--- src/rtl/clockworks_pkg.sv ---
// Shared constants and helpers for the clockworks_multi clock/reset front end.
//   DIV_W_DEF       default divider register width
//   DEFAULT_DIV_DEF default divider value loaded into every channel at reset
//   SYNC_STAGES     number of flops in the reset-release synchroniser
//   clog2_min1()    ceil(log2(n)) clamped to a minimum of 1 bit
package clockworks_pkg;

  localparam int DIV_W_DEF = 24;
  localparam logic [DIV_W_DEF-1:0] DEFAULT_DIV_DEF = 24'd11;
  localparam int SYNC_STAGES = 2;

  function automatic int clog2_min1(input int n);
    return (n <= 2) ? 1 : $clog2(n);
  endfunction

endpackage

--- src/rtl/clockworks_div_ch.sv ---
// One programmable divider channel.
// Ports:
//   CLK, RESET   board clock, async active-high reset
//   run          channel counts only while the design reset is released
//   load         write strobe already decoded for this channel
//   load_value   new divider D (period D+1 cycles)
//   clk_en       one-cycle pulse per period (held high for D=0)
//   clk_slow     square wave toggling on every pulse
//   div_act      divider currently in force
module clockworks_div_ch #(
  parameter int               DIV_W       = 24,
  parameter logic [DIV_W-1:0] DEFAULT_DIV = 24'd11
) (
  input  logic             CLK,
  input  logic             RESET,
  input  logic             run,
  input  logic             load,
  input  logic [DIV_W-1:0] load_value,
  output logic             clk_en,
  output logic             clk_slow,
  output logic [DIV_W-1:0] div_act
);

  logic [DIV_W-1:0] cnt;
  logic [DIV_W-1:0] div_shadow;

  always_ff @(posedge CLK or posedge RESET) begin
    if (RESET) begin
      cnt        <= '0;
      clk_en     <= 1'b0;
      clk_slow   <= 1'b0;
      div_act    <= DEFAULT_DIV;
      div_shadow <= DEFAULT_DIV;
    end else begin
      if (load) div_shadow <= load_value;
      if (!run) begin
        // Nothing is running yet, so a load can take effect at once.
        if (load) div_act <= load_value;
      end else if (cnt == div_act) begin
        cnt      <= '0;
        clk_en   <= 1'b1;
        clk_slow <= ~clk_slow;
        // A load landing on the wrap edge bypasses the shadow so the
        // very next period already uses it.
        div_act  <= load ? load_value : div_shadow;
      end else begin
        cnt    <= cnt + DIV_W'(1);
        clk_en <= 1'b0;
      end
    end
  end

endmodule

--- src/rtl/clockworks_multi.sv ---
// Board clock/reset front end: NUM_CH programmable clock enables with
// matching divided square waves, plus a synchronised, stretched reset.
// Ports:
//   CLK        board clock (only clock)
//   RESET      board reset, async assert, active-high
//   div_load   divider write strobe
//   div_ch     channel index for div_load (out-of-range index is ignored)
//   div_value  new divider D
//   clk_en     per-channel enable pulse
//   clk_slow   per-channel square wave, period 2*(D+1)
//   reset_out  design reset, active-high, synchronously released
//   div_cur    active divider per channel, channel i at [i*DIV_W +: DIV_W]
module clockworks_multi
  import clockworks_pkg::*;
#(
  parameter int               NUM_CH      = 2,
  parameter int               DIV_W       = DIV_W_DEF,
  parameter logic [DIV_W-1:0] DEFAULT_DIV = DIV_W'(DEFAULT_DIV_DEF),
  parameter int               RST_CYCLES  = 16,
  parameter int               CH_W        = clog2_min1(NUM_CH)
) (
  input  logic                    CLK,
  input  logic                    RESET,
  input  logic                    div_load,
  input  logic [CH_W-1:0]         div_ch,
  input  logic [DIV_W-1:0]        div_value,
  output logic [NUM_CH-1:0]       clk_en,
  output logic [NUM_CH-1:0]       clk_slow,
  output logic                    reset_out,
  output logic [NUM_CH*DIV_W-1:0] div_cur
);

  localparam logic [15:0] RST_MAX = 16'(RST_CYCLES);

  logic [SYNC_STAGES-1:0] sync;
  logic                   sync_out;
  logic [15:0]            rst_cnt;
  logic [NUM_CH-1:0]      ch_load;

  assign sync_out = sync[SYNC_STAGES-1];

  always_ff @(posedge CLK or posedge RESET) begin
    if (RESET) sync <= '1;
    else       sync <= {sync[SYNC_STAGES-2:0], 1'b0};
  end

  // Stretch counter saturates at RST_MAX; reset_out drops on the edge it
  // gets there and stays low until the next RESET.
  always_ff @(posedge CLK or posedge RESET) begin
    if (RESET) begin
      rst_cnt   <= '0;
      reset_out <= 1'b1;
    end else if (!sync_out && rst_cnt != RST_MAX) begin
      rst_cnt <= rst_cnt + 16'd1;
      if (rst_cnt == RST_MAX - 16'd1) reset_out <= 1'b0;
    end
  end

  always_comb begin
    ch_load = '0;
    for (int i = 0; i < NUM_CH; i++) begin
      ch_load[i] = div_load && (32'(div_ch) < NUM_CH) && (32'(div_ch) == i);
    end
  end

  for (genvar i = 0; i < NUM_CH; i++) begin : g_ch
    clockworks_div_ch #(
      .DIV_W       (DIV_W),
      .DEFAULT_DIV (DEFAULT_DIV)
    ) u_ch (
      .CLK        (CLK),
      .RESET      (RESET),
      .run        (~reset_out),
      .load       (ch_load[i]),
      .load_value (div_value),
      .clk_en     (clk_en[i]),
      .clk_slow   (clk_slow[i]),
      .div_act    (div_cur[i*DIV_W +: DIV_W])
    );
  end

endmodule

--- config.mk ---
export PLATFORM = sky130hd
export DESIGN_NAME = clockworks_multi
export DESIGN_NICKNAME = d
export VERILOG_FILES = /design/src/rtl/clockworks_pkg.sv /design/src/rtl/clockworks_div_ch.sv /design/src/rtl/clockworks_multi.sv
export SDC_FILE = /design/constraint.sdc
export NUM_CORES = 1
export LEC_CHECK = 0
export BUFFER_PORTS_ARGS = -buffer_cell sky130_fd_sc_hd__buf_2
export CORE_ASPECT_RATIO = 1.75
export CORE_MARGIN = 5
export CORE_UTILIZATION = 30
export CTS_BUF_LIST = sky130_fd_sc_hd__clkbuf_8
export DETAILED_ROUTE_END_ITERATION = 8
export PLACE_DENSITY = 0.57
export SYNTH_ARGS = -nofsm -noshare
export SYNTH_HDL_FRONTEND = slang
export SYNTH_HIERARCHICAL = 1
export SYNTH_SLANG_ARGS = --single-unit
export TNS_END_PERCENT = 100
--- constraint.sdc ---
create_clock -name CLK -period 3.45 [get_ports CLK]
set_input_delay 0.69 -clock CLK [delete_from_list [all_inputs] [get_ports CLK]]
set_output_delay 0.69 -clock CLK [all_outputs]
set_load 0.03 [all_outputs]
==> results of run 1 <==
-- cells in the mapped netlist (all sizes together) (3+ instances only) --
| library cell | instances |
|---|---|
| dfrtp | 152 |
| inv | 152 |
| nand2 | 74 |
| nor2 | 62 |
| xnor2 | 62 |
| xor2 | 50 |
| a222oi | 46 |
| o21ai | 46 |
| nand4 | 27 |
| buf | 24 |
| nand3 | 19 |
| nor3 | 16 |
| dfstp | 15 |
| clkbuf | 13 |
| and3 | 12 |
| and4 | 6 |
| nor4 | 6 |
| and2 | 4 |
| ha | 4 |
| nor3b | 4 |
| mux2 | 3 |
| o21a | 3 |
-- final timing paths --
| kind | to | slack [ns] | depth (start not counted) |
|---|---|---|---|
| worst max register to register | g_ch[1].u_ch/div_act[16]$_DFFE_PP0P_ | 0.95 | 4 |
| worst max-delay path | g_ch[1].u_ch/div_act[16]$_DFFE_PP0P_ | 0.95 | 4 |
| worst min register to register | sync[1]$_DFF_PP1_ | 0.36 | 0 |
| worst min-delay path | g_ch[0].u_ch/div_act[2]$_DFFE_PP0P_ | 0.13 | 2 |
| min in group CLK | sync[1]$_DFF_PP1_ | 0.36 | 0 |
| max in group asynchronous | g_ch[1].u_ch/div_shadow[14]$_DFF_PP0_ | 2.32 | 3 |
-- metal layers --
metal,part of all wire (%),vias up
li1,-,2864
met1,39,2935
met2,53,130
met3,3.6,42
met4,4.3,0
met5,0,-
-- per-stage QoR --
step	cell area, µm²	setup WS [ns]	power (mW)	hold slack [ns]
2_1_floorplan	8130	0.888	2.37	0.345
3_3_place_gp	8800	0.948	2.46	0.347
3_5_place_dp	8800	0.937	2.47	0.350
4_1_cts	9180	0.919	3.85	0.0917
5_1_grt	9180	0.706	3.98	0.111
6_report	9180	0.946	3.79	0.133
-- area by class of cell --
type / instances / area (µm²)
fillers: 2782 / 17500
flip-flops and latches: 167 / 4200
multi-input cells: 467 / 3140
inverters: 152 / 571
repair buffers: 91 / 483
well taps: 324 / 405
clock buffers: 18 / 248
clock inverters: 14 / 126
diodes: 1 / 2.50
-- worst register-to-register path: cells and delay by family, from the launching register on --
| family | cells | cell delay [ns] |
|---|---|---|
| AO/OA/AOI/OAI | 2 | 1.17 |
| buffers and inverters | 2 | 0.79 |
| flip-flops | 1 | 0.37 |
-- registers in the layout, summed over array words and instances (netlist names) --
name,flops
reset_out,1
g_ch.u_ch/div_act,48
rst_cnt,16
g_ch.u_ch/clk_en,2
g_ch.u_ch/clk_slow,2
g_ch.u_ch/cnt,48
sync,2
g_ch.u_ch/div_shadow,48
-- where the power goes --
group | switching, mW | internal (mW) | leakage, nW
Combinational | 0.187 | 0.111 | 2.26
Clock | 0.762 | 0.597 | 0.195
Sequential | 0.0612 | 2.07 | 1.96
Total | 1.01 | 2.78 | 4.42
-- logic make-up after synthesis --
family,synth area share (%)
and+or+nand+nor,14.9
buffers and inverters,9.75
DFF,51.7
xor gates and xnor gates,12.3
AOI/OAI and AO/OA,10.0
muxes,0.708
adders and majority gates,0.616
other,0.0461
==> impl_results.md, run 1 <==
* Hold crit path type: primary input to async pin
* Largest net degree at the start of global routing at 75
* Core Area at around 27,000 µm²
* Initial Utilization at between 30% and 40%
* RR Startpoint: reset_out$_DFFE_PP1P_
* Chip width at between 100 and 150 µm
* Critical Path Fanout Max at 23
* #FFs+latches synth at around 170
* Routed vias/inst at roughly 4.8
* Drt first-iter violations at roughly 430
* Worst Max-Slew Pin Slew at ~1.1 ns
* Gate count of the mapped netlist at between 800 and 900
* Area Growth Syn to Fin at 12.9%
* Rows at a little under 80
* CP Class: flip-flop to flip-flop
* PortBufs at 80
* Largest cells by area after synthesis: dfrtp_1 47%, inv_1 7.0%, xnor2_1 6.5%
* Initial antenna violation count at 1
* Via count at between 5,000 and 6,000
* Slew headroom at 28.1%
* Post-route DRC violation count at 0
* GP Congestion at between 0.8 and 0.9
* Global Route met2 Usage at between 20% and 30%
* Peak supply drop at 0.174 mV
* Resized cells post-CTS at 0
* Syn avg cell area at 9.87 µm²
* Crit. Startpoint: reset_out$_DFFE_PP1P_
* Synth Cell Area at about 8100 µm²
* Total GRT Usage at 13.8%
* Max stage delay on crit path at 0.88 ns
* Top cell type's share of synthesized area at a little under half
* CTS root buf: clkbuf_8
* Synth cell types at 46
* Global-route wire length before repair at ~33 mm
* Pleak at about 4.4 nW
* CTS Buf Count at 17
* GRT met1 Usage at 15.8%
* # clock sinks at approximately 170
* Most common cell on crit path: inv_1
* Warnings from Yosys at 6
* Status: finished, final reports clean
* Most frequent cells in the layout: 152 x inv_1, 152 x dfrtp_1, 80 x buf_2
* Final clock skew at roughly 0.014 ns
* Num ports at about 80
* Seq/Total Area, Yosys at 51.7%
* Routed WL at roughly 21 mm
* Net count, final at between 900 and 1,000
* Setup_tns at 0 ns
* Synth Flop Type: dfrtp_1
* Worst path top cell family by delay: compound AO/OA/AOI/OAI gates
* Chip height at 228 µm
* Ratio of cells with drive above 1 in the final layout at a little under a fifth
* Crit path DAT at around 2.8 ns
* Hold-fix buffers, CTS at 0
* Grt total ovfl at 0
* Dpl cells at 1,201
* # Post-CTS Setup Buffers at 0
* Ys async rst share at between 90% and 100%
* Final setup viols at 0
* CP Cell Sequence: inv_1 > inv_1 > a21oi_2 > a222oi_1
* Power Density at about 410 nW/µm²
* Final hold viol count at 0
* CTS clk-pin slew, worst paths at ~0.09 ns
* CTS tree: yes
* Vias in the first global route at 5,954
* Met3 usage at 2.95%
* Fraction of the cycle the final worst path needs at between 70% and 80%
* H-tree Lvls at 4
* Leading area contributor after synthesis: dfrtp_1
* Worst setup EP type: flip-flop
* RSZ-0062 raised after global routing: no
* Worst-case clock buffer depth at 2
* Most used routing layer: met2
* Clk_lat worst skew at roughly 0.48 ns
* Non-filler cells, final at approximately 1,200
* Detailed Routing Iterations Pass 1 at 5
* Dpl hpwl at 15.4 mm
* Crit path buffers/inverters at 2
* Slowest-stage cell, CP: a21oi_2
* Required @ worst endpoint at approximately 3.8 ns
* Syn_nets at about 860
* Max Cap Viol at 0
* Routed wire per std cell at approximately 17 µm
* Minimum clock period at ~2.5 ns
* Crit path launch type: flip-flop
* EDFF count, synth at 0
* Max Clk Rate at between 300 and 400 MHz
* Final Util at between 30% and 40%
* Max Slew Vio Count at 0
* Post-route ant nets at 0
* Die area at a little over 30,000 µm²
Power figures use the tool's default switching activity.
==> inputs of run 2 (changes only) <==
Clock period 3.45 ns to 2.6 ns, I/O delays scaled along.
==> impl_results.md, run 2 (synthesized netlist as in run 1, its figures left out) <==
* Final clock skew at 0.0146 ns (was 0.0144 ns)
* Max Cap Viol at 0 (unchanged)
* Vias in the first global route at 6,087 (was 5,954)
* Met3 usage at 2.75% (was 2.95%)
* RSZ-0062 raised after global routing: no (unchanged)
* Routed WL at 20.9 mm (was 20.7 mm)
* Core Area at 26,700 µm² (unchanged)
* CTS clk-pin slew, worst paths at 0.10 ns (was 0.09 ns)
* Top Registers: g_ch.u_ch/cnt (48), g_ch.u_ch/div_act (48), g_ch.u_ch/div_shadow (48) (unchanged)
* CP Cell Sequence: inv_1 > nand2_1 > nor4_1 > and4_1 > a21oi_2 > a222oi_1 (was inv_1 > inv_1 > a21oi_2 > a222oi_1)
* CP Class: flip-flop to flip-flop (unchanged)
* Grt total ovfl at 0 (unchanged)
* Critical Path Fanout Max at 23 (unchanged)
* RR Startpoint: reset_out$_DFFE_PP1P_ (unchanged)
* Sequential Area at 4200 µm² (unchanged)
* Status: finished, final reports clean (unchanged)
* Net count, final at 935 (was 928)
* Global-route wire length before repair at 33.3 mm (was 32.8 mm)
* Num ports at 81 (unchanged)
* Worst Max-Slew Pin Slew at 1.08 ns (about the same)
* Final setup viols at 0 (unchanged)
* Filler instances at 2,744 (was 2,782)
* Resized cells post-CTS at 0 (unchanged)
* Final hold viol count at 0 (unchanged)
* CTS tree: yes (unchanged)
* Routed wire per std cell at 16.8 µm (was 16.7 µm)
* Most frequent cells in the layout: 152 x dfrtp_1, 151 x inv_1, 80 x buf_2 (was 152 x inv_1, 152 x dfrtp_1, 80 x buf_2)
* Hold crit path type: primary input to async pin (unchanged)
* Worst r2r path cells at 6 (was 4)
* Area Growth Syn to Fin at 15.4% (was 12.9%)
* Chip width at 134 µm (unchanged)
* Largest net degree at the start of global routing at 75 (unchanged)
* CTS root buf: clkbuf_8 (unchanged)
* Hold slack final at 0.119 ns (was 0.133 ns)
* Worst setup EP type: flip-flop (unchanged)
* Clk_lat worst skew at 0.49 ns (was 0.48 ns)
* Crit. Startpoint: reset_out$_DFFE_PP1P_ (unchanged)
* Reg2reg end: g_ch[1].u_ch/div_act[6]$_DFFE_PP0P_ (was g_ch[1].u_ch/div_act[16]$_DFFE_PP0P_)
* Max Slew Vio Count at 0 (unchanged)
* Post-route ant nets at 0 (unchanged)
* Footprint of the multi-input gates at 3140 µm² (unchanged)
* Rows at 79 (unchanged)
* Required @ worst endpoint at 2.92 ns (was 3.76 ns)
* Peak supply drop at 0.312 mV (was 0.174 mV)
* Slew headroom at 27.7% (was 28.1%)
* Minimum clock period at 2.35 ns (was 2.50 ns)
* CTS Buf Count at 17 (unchanged)
* GP Congestion at 0.833 (was 0.831)
* Max Clk Rate at 425 MHz (was 399 MHz)
* Pleak at 4.51 nW (was 4.42 nW)
* Initial antenna violation count at 3 (was 1)
* GRT met1 Usage at 16.3% (was 15.8%)
* Slowest-stage cell, CP: a21oi_2 (unchanged)
* PortBufs at 80 (unchanged)
* Fraction of the cycle the final worst path needs at 90.5% (was 72.6%)
* Via count at 5,898 (was 5,971)
* Power Density at 573 nW/µm² (was 413 nW/µm²)
* Dpl hpwl at 15.5 mm (was 15.4 mm)
* Detailed Routing Iterations Pass 1 at 8 (was 5)
* Setup_tns at 0 ns (unchanged)
* Chip height at 228 µm (unchanged)
* Total GRT Usage at 14.0% (was 13.8%)
* Global Route met2 Usage at 24.2% (was 23.9%)
* Hold-fix buffers, CTS at 0 (unchanged)
* Max stage delay on crit path at 0.78 ns (was 0.88 ns)
* Die area at 30,600 µm² (unchanged)
* Crit path launch type: flip-flop (unchanged)
* H-tree Lvls at 4 (unchanged)
* # Post-CTS Setup Buffers at 0 (unchanged)
* Drt first-iter violations at 463 (was 428)
* # clock sinks at 167 (unchanged)
* Ratio of cells with drive above 1 in the final layout at 18.9% (was 18.2%)
* Worst R2R Setup Slack at 0.25 ns (was 0.95 ns)
* Most used routing layer: met2 (unchanged)
* Worst-case clock buffer depth at 2 (unchanged)
* Post-route DRC violation count at 0 (unchanged)
* Crit path capture: g_ch[1].u_ch/div_act[6]$_DFFE_PP0P_ (was g_ch[1].u_ch/div_act[16]$_DFFE_PP0P_)
* Leading cell type in the layout, fill and taps excluded: dfrtp_1
* Crit path DAT at 2.68 ns (was 2.81 ns)
* Routed vias/inst at 4.74 (was 4.84)
* Initial Utilization at 30.5% (unchanged)
==> run 2: changes by cell type in the layout (fill, tap and decap cells not counted), sizes merged <==
cell | previous run | this run
clkinvlp | 2 | 1
buf | 91 | 98
bufinv | 1 | 4
inv | 159 | 156
diode | 1 | 3
clkbuf | 18 | 19
==> run 2: critical path: cells and delay by family (launching register included) <==
family / cells / cell delay, ns
AO/OA/AOI/OAI: 2 / 1.07
flip-flops: 1 / 0.53
AND/OR/NAND/NOR: 3 / 0.35
buffers and inverters: 1 / 0.24
==> run 2: per-layer routing <==
| layer | wire length (µm) | up-vias |
|---|---|---|
| met3 | 636 | 43 |
| met1 | 8570 | 2864 |
| met4 | 825 | 0 |
| li1 | - | 2869 |
| met5 | 0 | - |
| met2 | 10900 | 122 |
==> run 2: power by group <==
group / internal [mW] / switching (mW) / leakage [nW] / total, mW
clock: 1.11 / 1.04 / 0.230 / 2.15
combinational: 0.151 / 0.251 / 2.31 / 0.402
sequential: 2.75 / 0.0785 / 1.96 / 2.82
total: 4.01 / 1.37 / 4.51 / 5.38
==> run 2: worst min-delay path by stage <==
stage	cells after the start	end	slack (ns)
global route	3	g_ch[1].u_ch/div_shadow[2]$_DFF_PP0_	0.16
CTS	3	g_ch[1].u_ch/div_act[6]$_DFFE_PP0P_	0.14
global placement	0	sync[1]$_DFF_PP1_	0.35
floorplan	0	sync[1]$_DFF_PP1_	0.35
finish	3	g_ch[1].u_ch/div_shadow[2]$_DFF_PP0_	0.12
detailed placement	0	sync[1]$_DFF_PP1_	0.35
==> run 2: area by class of cell <==
type | count | area share, %
clock buffer | 19 | 2.79
multi-input combinational | 467 | 33.5
inverter | 152 | 6.08
antenna | 3 | 0.0800
tap | 324 | 4.32
clock inverter | 13 | 2.08
sequential | 167 | 44.8
timing repair buffer | 98 | 6.38
==> run 2: metrics by stage <==
| step | util (%) | worst slack [ns] | total power, mW | area, µm² | std cells |
|---|---|---|---|---|---|
| 2_1_floorplan | - | 0.208 | 3.14 | 8130 | 823 |
| 3_3_place_gp | 33.4 | 0.268 | 3.27 | 8920 | 1208 |
| 3_5_place_dp | 33.4 | 0.230 | 3.29 | 8920 | 1208 |
| 4_1_cts | 35.1 | 0.221 | 5.44 | 9370 | 1240 |
| 5_1_grt | 35.1 | 0.0764 | 5.60 | 9380 | 1243 |
| 6_report | 35.1 | 0.246 | 5.38 | 9380 | 1243 |
